**src/rtl/boxhead_pkg.sv**
```systemverilog
// boxhead_pkg: shared FSM state, point type and spawn coordinate table for boxhead enemy spawning
package boxhead_pkg;
  typedef enum logic [1:0] {IDLE, GRANT, ISSUE, GAP} spawn_state_t;
  typedef struct packed {
    logic [8:0] x;
    logic [8:0] y;
  } point_t;
  localparam int SCREEN_W = 320;
  localparam int SCREEN_H = 240;
  // Four corners, inset 16 px from the screen edges
  localparam point_t SPAWN_TABLE [4] = '{
    '{x: 9'd16, y: 9'd16},
    '{x: 9'(SCREEN_W - 16), y: 9'd16},
    '{x: 9'd16, y: 9'(SCREEN_H - 16)},
    '{x: 9'(SCREEN_W - 16), y: 9'(SCREEN_H - 16)}
  };
  function automatic logic [9:0] manhattan(input point_t p, input logic [8:0] px, input logic [8:0] py);
    return 10'(p.x > px ? p.x - px : px - p.x) + 10'(p.y > py ? p.y - py : py - p.y);
  endfunction
endpackage

```
**src/rtl/rr_arbiter.sv**
```systemverilog
// rr_arbiter: combinational round-robin pick of the first request after the last grant
module rr_arbiter #(
  parameter int N = 4,
  parameter int W = (N > 1) ? $clog2(N) : 1
) (
  input  logic [N-1:0] req_i,
  input  logic [W-1:0] last_i,
  output logic [W-1:0] grant_o,
  output logic         any_req_o
);
  always_comb begin
    grant_o = last_i;
    for (int k = N; k >= 1; k--)
      if (req_i[(int'(last_i) + k) % N]) grant_o = W'((int'(last_i) + k) % N);
  end
  assign any_req_o = |req_i;
endmodule

```
**src/rtl/enemy_spawn_scheduler.sv**
```systemverilog
// enemy_spawn_scheduler: death/respawn timers and gap-paced round-robin spawn issue over valid/ready.
// Define SPAWN_AVOID_PLAYER_EN to pick the spawn corner farthest from the player instead of LFSR.
module enemy_spawn_scheduler
  import boxhead_pkg::*;
#(
  parameter int ENEMY_NUM        = 4,
  parameter int RESPAWN_FRAMES   = 120,
  parameter int SPAWN_GAP_FRAMES = 30,
  parameter int CNT_W            = 8
) (
  input  logic                 Clk,
  input  logic                 Reset,
  input  logic                 frame_clk,
  input  logic                 game_enable,
  input  logic [ENEMY_NUM-1:0] Enemy_Alive,
  input  logic [8:0]           Player_X,
  input  logic [8:0]           Player_Y,
  output logic                 Spawn_Valid,
  output logic [ENEMY_NUM-1:0] Spawn_Sel,
  output logic [8:0]           Spawn_X,
  output logic [8:0]           Spawn_Y,
  input  logic                 Spawn_Ready,
  output logic [7:0]           Kill_Count
);
  localparam int PW = (ENEMY_NUM > 1) ? $clog2(ENEMY_NUM) : 1;
  spawn_state_t         state_q;
  logic [2:0]           fs_q;
  logic [ENEMY_NUM-1:0] alive_q, pend_q, pend_d, death;
  logic [CNT_W-1:0]     cnt_q [ENEMY_NUM];
  logic [CNT_W-1:0]     cnt_d [ENEMY_NUM];
  logic [CNT_W-1:0]     gap_q;
  logic [PW-1:0]        rr_q, grant;
  logic [7:0]           lfsr_q, kill_q, kill_d;
  logic [8:0]           kill_sum, x_q, y_q;
  logic [ENEMY_NUM-1:0] sel_q;
  logic                 valid_q, any_req, run, hs;
  point_t               pick;
  assign run   = fs_q[1] & ~fs_q[2] & game_enable;
  assign death = alive_q & ~Enemy_Alive;
  assign hs    = (state_q == ISSUE) & Spawn_Ready;
  rr_arbiter #(.N(ENEMY_NUM), .W(PW)) u_arb (
    .req_i(pend_q), .last_i(rr_q), .grant_o(grant), .any_req_o(any_req)
  );
`ifdef SPAWN_AVOID_PLAYER_EN
  always_comb begin
    pick = SPAWN_TABLE[0];
    for (int k = 1; k < 4; k++)
      if (manhattan(SPAWN_TABLE[k], Player_X, Player_Y) > manhattan(pick, Player_X, Player_Y)) pick = SPAWN_TABLE[k];
  end
`else
  logic unused_player;
  assign unused_player = ^{Player_X, Player_Y};
  assign pick = SPAWN_TABLE[lfsr_q[1:0]];
`endif
  // A death load overrides both the tick decrement and any pending set
  always_comb begin
    pend_d   = pend_q;
    cnt_d    = cnt_q;
    kill_sum = {1'b0, kill_q};
    if (hs) pend_d[rr_q] = 1'b0;
    for (int i = 0; i < ENEMY_NUM; i++) begin
      if (death[i]) begin
        cnt_d[i]  = CNT_W'(RESPAWN_FRAMES);
        pend_d[i] = 1'b0;
        kill_sum  = kill_sum + 9'd1;
      end else if (run && cnt_q[i] != '0) begin
        cnt_d[i]  = cnt_q[i] - CNT_W'(1);
        pend_d[i] = pend_d[i] | (cnt_q[i] == CNT_W'(1));
      end
    end
    kill_d = kill_sum[8] ? 8'hFF : kill_sum[7:0];
  end
  always_ff @(posedge Clk or posedge Reset) begin
    if (Reset) begin
      state_q <= IDLE;
      fs_q    <= '0;
      alive_q <= '0;
      cnt_q   <= '{default: '0};
      pend_q  <= '1;
      gap_q   <= '0;
      rr_q    <= PW'(ENEMY_NUM - 1);
      lfsr_q  <= 8'hA5;
      kill_q  <= '0;
      valid_q <= 1'b0;
      sel_q   <= '0;
      x_q     <= '0;
      y_q     <= '0;
    end else begin
      fs_q    <= {fs_q[1:0], frame_clk};
      alive_q <= Enemy_Alive;
      cnt_q   <= cnt_d;
      pend_q  <= pend_d;
      kill_q  <= kill_d;
      lfsr_q  <= {lfsr_q[6:0], lfsr_q[7] ^ lfsr_q[5] ^ lfsr_q[4] ^ lfsr_q[3]};
      case (state_q)
        IDLE: if (game_enable && any_req && gap_q == '0) state_q <= GRANT;
        GRANT:
          if (any_req) begin
            state_q <= ISSUE;
            valid_q <= 1'b1;
            sel_q   <= ENEMY_NUM'(1) << grant;
            rr_q    <= grant;
            x_q     <= pick.x;
            y_q     <= pick.y;
          end else state_q <= IDLE;
        ISSUE:
          if (Spawn_Ready) begin
            state_q <= GAP;
            valid_q <= 1'b0;
            sel_q   <= '0;
            gap_q   <= CNT_W'(SPAWN_GAP_FRAMES);
          end
        default:
          if (gap_q == '0) state_q <= IDLE;
          else if (run) gap_q <= gap_q - CNT_W'(1);
      endcase
    end
  end
  assign Spawn_Valid = valid_q;
  assign Spawn_Sel   = sel_q;
  assign Spawn_X     = x_q;
  assign Spawn_Y     = y_q;
  assign Kill_Count  = kill_q;
endmodule
```
**config.mk**
```make
export PLATFORM = sky130hd
export DESIGN_NAME = enemy_spawn_scheduler
export DESIGN_NICKNAME = d
export VERILOG_FILES = /design/src/rtl/boxhead_pkg.sv /design/src/rtl/rr_arbiter.sv /design/src/rtl/enemy_spawn_scheduler.sv
export SDC_FILE = /design/constraint.sdc
export NUM_CORES = 1
export LEC_CHECK = 0
export BUFFER_PORTS_ARGS = -buffer_cell sky130_fd_sc_hd__buf_2
export CAP_MARGIN = 25
export CORE_MARGIN = 2
export CORE_UTILIZATION = 60
export DETAILED_ROUTE_END_ITERATION = 16
export HOLD_SLACK_MARGIN = 0.08
export PLACE_DENSITY = 0.84
export SKIP_LAST_GASP = 1
export SYNTH_ARGS = -nofsm -noshare
export SYNTH_HDL_FRONTEND = slang
export SYNTH_SLANG_ARGS = --single-unit
```
**constraint.sdc**
```tcl
create_clock -name Clk -period 5.6 [get_ports Clk]
set_input_delay 1.12 -clock Clk [delete_from_list [all_inputs] [get_ports Clk]]
set_output_delay 1.12 -clock Clk [all_outputs]
set_load 0.05 [all_outputs]
```
### After elaboration in Yosys (flattened, before gate mapping)

Index checks and enable logic that the tools add are counted.

| storage, ports and cells | value |
|---|---|
| input port bits | 27 |
| register bits after elaboration | 94 |

| operators by class | value |
|---|---|
| bitwise gates (word level) | 21 |
| add/sub/neg operators | 13 |
| shifts and indexed selects | 1 |
| equal/unequal tests | 10 |
| reductions and logical operators | 30 |
| mux-type cells | 58 |
| $lt $le $gt $ge | 7 |

Operators with widths:

| cell | number |
|---|---|
| 2-to-1 mux 8 bit | 12 |
| subtractor 8 x 1 -> 8 bit (second input constant) | 5 |
| binary-select mux 18 bit (select 2 bit) | 1 |
| 2-to-1 mux 18 bit | 2 |
| 2-to-1 mux 9 bit | 4 |
| equality test 8 x 1 -> 1 bit (second input constant) | 4 |
| nonzero test 8 bit | 4 |
| adder 9 x 1 -> 9 bit (second input constant) | 3 |
| 2-to-1 mux 1 bit | 19 |
| less-than comparator 3 x 4 -> 1 bit (second input constant) | 4 |
| 2-to-1 mux 2 bit | 8 |
| one-hot mux 8 bit (2 select lines) | 1 |
| 2-to-1 mux 4 bit | 3 |
| nonzero test 2 bit | 6 |
| OR reduction 2 bit | 5 |
| adder 8 x 1 -> 9 bit (second input constant) | 1 |
| AND 4 bit | 2 |
| binary-select mux 1 bit (select 2 bit) | 4 |
| zero test 8 bit | 1 |
| != test 2 bit (second input constant) | 4 |
| inverter 4 bit | 2 |
| one-hot mux 4 bit (2 select lines) | 1 |
| logical AND 1 bit | 7 |
| one-hot mux 2 bit (3 select lines) | 1 |
| other kinds (22) | 36 |

### Depth between registers and ports, before layout

| logic depth | value |
|---|---|
| depth after elaboration | 13 |
| mapped depth | 15 |
| depth with buffers taken out | 14 |

### Cells and area by module

A second synthesis with hierarchy kept.

| unflattened totals | value |
|---|---|
| cells, all modules | 460 |
| area, all modules | 4484.3 um^2 |

Modules (own cells, without submodules):

| module | area each (um^2) | times used | cells each | seq. area each (um^2) |
|---|---|---|---|---|
| enemy_spawn_scheduler | 4401.7 | 1 | 446 | 2014.4 |
| rr_arbiter | 82.6 | 1 | 14 | 0.0 |

### Least setup slack after synthesis

Ideal clock, no wire load.

| path | value |
|---|---|
| path kind | input -> register |
| start point | input Enemy_Alive[0] |
| end point | register kill_q[1] (netlist: Kill_Count[1]) |
| stages | 15 |
| slack | 1353 ps |
| library setup time | 83 ps |
| required time | 5517 ps |
| buffers on the path | 1 |
| arrival | 4164 ps |
| cells stage by stage | nor2b_1 -> buf_2 -> mux2_2 -> ha_1 -> mux2_2 -> ha_1 -> mux2_2 -> ha_1 -> nand2_1 -> o21ba_2 -> o2111ai_1 -> a31oi_1 -> o21ai_0 -> o41a_2 -> o21ai_0 |

| on the way | value |
|---|---|
| cells in the longest elaborated chain, start to end | 10 |

RTL lines:

| item | RTL line | text |
|---|---|---|
| from (decl) | enemy_spawn_scheduler.sv:15 | `input logic [ENEMY_NUM-1:0] Enemy_Alive,` |
| inverter 4 bit (*) | enemy_spawn_scheduler.sv:39 | `assign death = alive_q & ~Enemy_Alive;` |
| AND 4 bit (*) | enemy_spawn_scheduler.sv:39 |  |
| 2-to-1 mux 9 bit (*) | enemy_spawn_scheduler.sv:62 | `if (death[i]) begin` |
| adder 9 x 1 -> 9 bit | enemy_spawn_scheduler.sv:65 | `kill_sum = kill_sum + 9'd1;` |
| 2-to-1 mux 9 bit (*) | enemy_spawn_scheduler.sv:62 |  |
| adder 9 x 1 -> 9 bit | enemy_spawn_scheduler.sv:65 |  |
| 2-to-1 mux 9 bit (*) | enemy_spawn_scheduler.sv:62 |  |
| adder 9 x 1 -> 9 bit | enemy_spawn_scheduler.sv:65 |  |
| 2-to-1 mux 9 bit (*) | enemy_spawn_scheduler.sv:62 |  |
| 2-to-1 mux 8 bit (*) | enemy_spawn_scheduler.sv:71 | `kill_d = kill_sum[8] ? 8'hFF : kill_sum[7:0];` |
| via kill_d[1] | enemy_spawn_scheduler.sv:33 | `logic [7:0] lfsr_q, kill_q, kill_d;` |
| to (signal assigned) | enemy_spawn_scheduler.sv:93 | `kill_q <= kill_d;` |
| to (decl) | enemy_spawn_scheduler.sv:33 |  |

The timed path passes the listed nets; every way through them passes the cells marked *.
A chain may end at the register's enable or synchronous reset.

### Worst setup path after layout

| path | value |
|---|---|
| start point | input Enemy_Alive[0] |
| end point | register kill_q[7] (netlist: Kill_Count[7]) |

Same word-level chain as after synthesis.

==> impl_metrics.py <==
metrics = {
    "status": {
        "run_status": "finished, final reports clean",
    },
    "logic_synthesis": {
        "synthDistinctLibCells": 59,
        "syn-mean-instance-area_sq_um": 9.63,
        "synth_cells": 467,
        "total_of_flip_flops_plus_latches_after_synthesis": 80,
        "number_of_warnings_issued_by_yosys": 0,
        "netlist_area_pre_place_sq_um": 4500,
        "synth-edff-count": 0,
        "synth-async-reset-ratio": 1.00,
        "synth-seq-area-share": 0.448,
        "synthFlopType": "dfrtp_1",
    },
    "critical_path": {
        "slowest_stage": "o41a_2",
        "critical_path.reg2reg.startpoint": "alive_q[0]",
        "r2r_worst_path_depth": 15,
        "critPathMaxStageDelay_ns": 0.55,
        "critPathArrivalTime_ns": 4.75,
        "timing.critical_path.to_type": "flip-flop",
        "worstPathCellList": "buf_2 -> nor2b_1 -> buf_4 -> mux2_2 -> ha_1 -> mux2_2 -> ha_1 -> mux2_2 -> ha_1 -> nand2_1 -> nor3_1 -> o311ai_0 -> a31oi_1 -> o21ai_0 -> o41a_2 -> o21ai_1",
        "crit_type": "primary input to flip-flop",
        "worstPathRequired_ns": 5.88,
        "rrSetupSlack_ns": 1.51,
        "setup.worst_path.start_class": "primary input",
        "r2r_end": "Kill_Count[7]",
        "path_max_fanout": 9,
    },
    "floorplanning": {
        "initial_utilization": 0.620,
        "floorplan.core_area_sq_um": 7250,
        "row_count": 31,
        "floorplan.die.height_microns": 90.6,
        "die_area_sq_um": 8200,
        "chip_width_microns": 90.6,
        "ios": 58,
    },
    "sta": {
        "worstMarginPinSlew_ns": 0.761,
        "fin_crit_ns": 4.47,
        "finalSetupTns_ns": 0,
        "rsz0062_at_grt": "false",
        "highest_achievable_clock_rate_mhz": 224,
        "final_min_period_over_clock_period": 0.798,
        "finalSetupViolations": 0,
        "setup_slack_ns": 1.13,
        "slew_violations": 0,
        "timing.slew.headroom": 0.491,
        "final-hold-violation-count": 0,
        "finalClockSkew_ns": 0.00825,
    },
    "routing": {
        "drc": 0,
        "via_count": 3406,
        "post_drt_via_cell_ratio": 5.71,
        "antenna_left": 0,
        "post_drt_wl_per_cell_microns": 14.4,
        "first_iter_violations": 142,
        "wirelength_microns": 8610,
        "firstDrtPassIters": 5,
    },
    "placement": {
        "preCtsSetupSlack_ns": 0.857,
        "port-buffer-count": 28,
        "hpwl_microns": 6100,
        "place_area_sq_um": 4670,
        "routability_cong": 0.912,
    },
    "power": {
        "power.share.switching": 0.375,
        "report.power.total_w": 0.00186,
        "power_density_nw_per_um2": 379,
        "power_frac_seq": 0.383,
        "static-leakage-power_nw": 2.06,
        "vdd_ir_drop_max_mv": 0.220,
        "power_internal_w": 0.00116,
        "netSwitchingPower_w": 0.000698,
        "combinationalPowerShare": 0.337,
        "p_clk_frac": 0.280,
    },
    "final_layout": {
        "mostFrequentLayoutCell": "dfrtp_1",
        "design.final.nets": 541,
        "drive_above_1_share": 0.147,
        "final_cell_mix": "dfrtp_1, nand2_1, xnor2_1",
        "layout_fillers": 565,
        "flow.area_growth_from_synthesis_pct": 9.27,
        "final_cell_area_sq_um": 4910,
        "layout.area.seq_sq_um": 2010,
        "multiInputGateArea_sq_um": 2290,
        "antenna_cells": 0,
    },
    "clock_network": {
        "postCtsSetupBuffers": 0,
        "ctsLongestPathBuffers": 2,
        "cts.reportedPaths.clkPinSlew_ns": 0.08,
        "worstSkewPairLatency_ns": 0.35,
        "cts_num_sinks": 80,
        "post_cts_hold_buffer_count": 0,
        "htreeDepth": 3,
        "clockRootBuffer": "clkbuf_8",
        "post_cts_resized": 0,
        "tritoncts_clock_tree": "yes",
        "cts-buffers-inserted": 9,
    },
    "global_routing": {
        "global_route.overflow_total": 0,
        "grt_antenna_before_repair": 0,
        "first_global_vias": 3394,
        "grt_start_max_net_pins": 59,
        "grt_pass1_wl_microns": 15100,
        "global_route_total_usage_across_every_layer": 0.225,
    },
    "min_path": {
        "class_of_the_tightest_hold_or_removal_check": "flip-flop to flip-flop",
        "hold-path-endpoint": "fs_q[1]",
        "worstHoldStart": "fs_q[0]",
        "timing.hold.worst_path_depth": 0,
    },
    "flow_run": {
        "maxCapViolCount": 0,
    },
}
-- power by group through the flow --
stage	clock [W]	combinational [W]	sequential, W
detailed placement	0	0.000617	0.000722
global route	0.000555	0.000681	0.000723
floorplan	0	0.000423	0.000792
CTS	0.000530	0.000623	0.000711
finish	0.000520	0.000627	0.000713
global placement	0	0.000591	0.000718
-- cell families after synthesis --
group           Yosys count  synth area share
flops                    80             0.448
mux                       6            0.0145
buf+inv                  47            0.0518
compound gates           79             0.121
simple gates            181             0.203
xor+xnor                 52             0.103
other cells               1          0.000834
fa+ha+maj                21            0.0584
-- cells in the mapped netlist, types with 2 or more instances --
master | count | area (sq um)
clkbuf_1 | 6 | 22.5
a32oi_1 | 5 | 43.8
inv_1 | 21 | 78.8
nor4b_1 | 2 | 17.5
mux2_2 | 4 | 45.0
xor2_1 | 16 | 140
o31a_1 | 2 | 17.5
a21o_1 | 2 | 15.0
dfstp_2 | 10 | 263
nor4_1 | 6 | 37.5
nor4bb_1 | 2 | 20.0
nor2_1 | 34 | 128
and3_1 | 2 | 12.5
nand2b_1 | 8 | 50.1
or3_1 | 7 | 43.8
xnor2_1 | 35 | 307
buf_1 | 3 | 11.3
nand3_1 | 12 | 60.1
buf_2 | 3 | 15.0
o21ai_0 | 22 | 110
nand4_1 | 2 | 12.5
a211o_1 | 2 | 17.5
mux2i_1 | 2 | 20.0
buf_4 | 14 | 105
o211ai_1 | 2 | 15.0
a21oi_1 | 18 | 90.1
nand2_1 | 59 | 221
nor3_1 | 20 | 100
a31oi_1 | 3 | 18.8
or2_2 | 4 | 25.0
dfrtp_1 | 70 | 1750
a211oi_1 | 6 | 45.0
nand3b_1 | 4 | 30.0
o311ai_0 | 4 | 35.0
nor2b_1 | 6 | 37.5
or4_1 | 6 | 45.0
ha_1 | 21 | 263
-- state kept, by name (all words and copies together) (netlist names) --
register / count
Spawn_Sel: 4
gap_q: 8
Kill_Count: 8
cnt_q: 32
alive_q: 4
rr_q: 2
pend_q: 4
state_q: 2
Spawn_Valid: 1
fs_q: 3
Spawn_X: 2
Spawn_Y: 2
lfsr_q: 8
-- metal layers --
layer	track usage	part of all wire
met5	0	0
met4	0.0731	0.016
met3	0.0451	0.039
met2	0.387	0.50
met1	0.284	0.45
-- how the worst max path moves through the flow --
stage	slack [ns]	endpoint	start	depth (start not counted)
6_report	1.13	Kill_Count[7]	Enemy_Alive[0]	16
5_1_grt	0.92	Kill_Count[7]	Enemy_Alive[0]	16
4_1_cts	1.20	Kill_Count[7]	Enemy_Alive[0]	16
3_5_place_dp	0.86	Kill_Count[7]	Enemy_Alive[0]	16
3_3_place_gp	1.00	Kill_Count[7]	Enemy_Alive[0]	16
2_1_floorplan	1.35	Kill_Count[1]	Enemy_Alive[0]	15
-- area by class of cell --
class	instances	share of cell area
Clock buffer	11	0.0288
Multi-Input combinational cell	350	0.465
Clock inverter	5	0.0211
Inverter	21	0.0163
Timing Repair Buffer	31	0.0331
Sequential cell	80	0.410
Tap cell	99	0.0252
-- stage by stage --
stage          std cells  utilization  hold slack, ns
2_1_floorplan        477            -           0.331
3_3_place_gp         581        0.644           0.336
3_5_place_dp         581        0.644           0.343
4_1_cts              597        0.677           0.369
5_1_grt              597        0.677           0.378
6_report             597        0.677           0.359
-- worst max-delay path, delay by kind of cell --
kind | cells | cell delay (ns)
AOI/OAI and AO/OA | 5 | 1.32
muxes | 3 | 0.82
and+or+nand+nor | 3 | 0.41
buffers and inverters | 2 | 0.33
adders and majority gates | 3 | 0.74
Power figures use the tool's default switching activity.
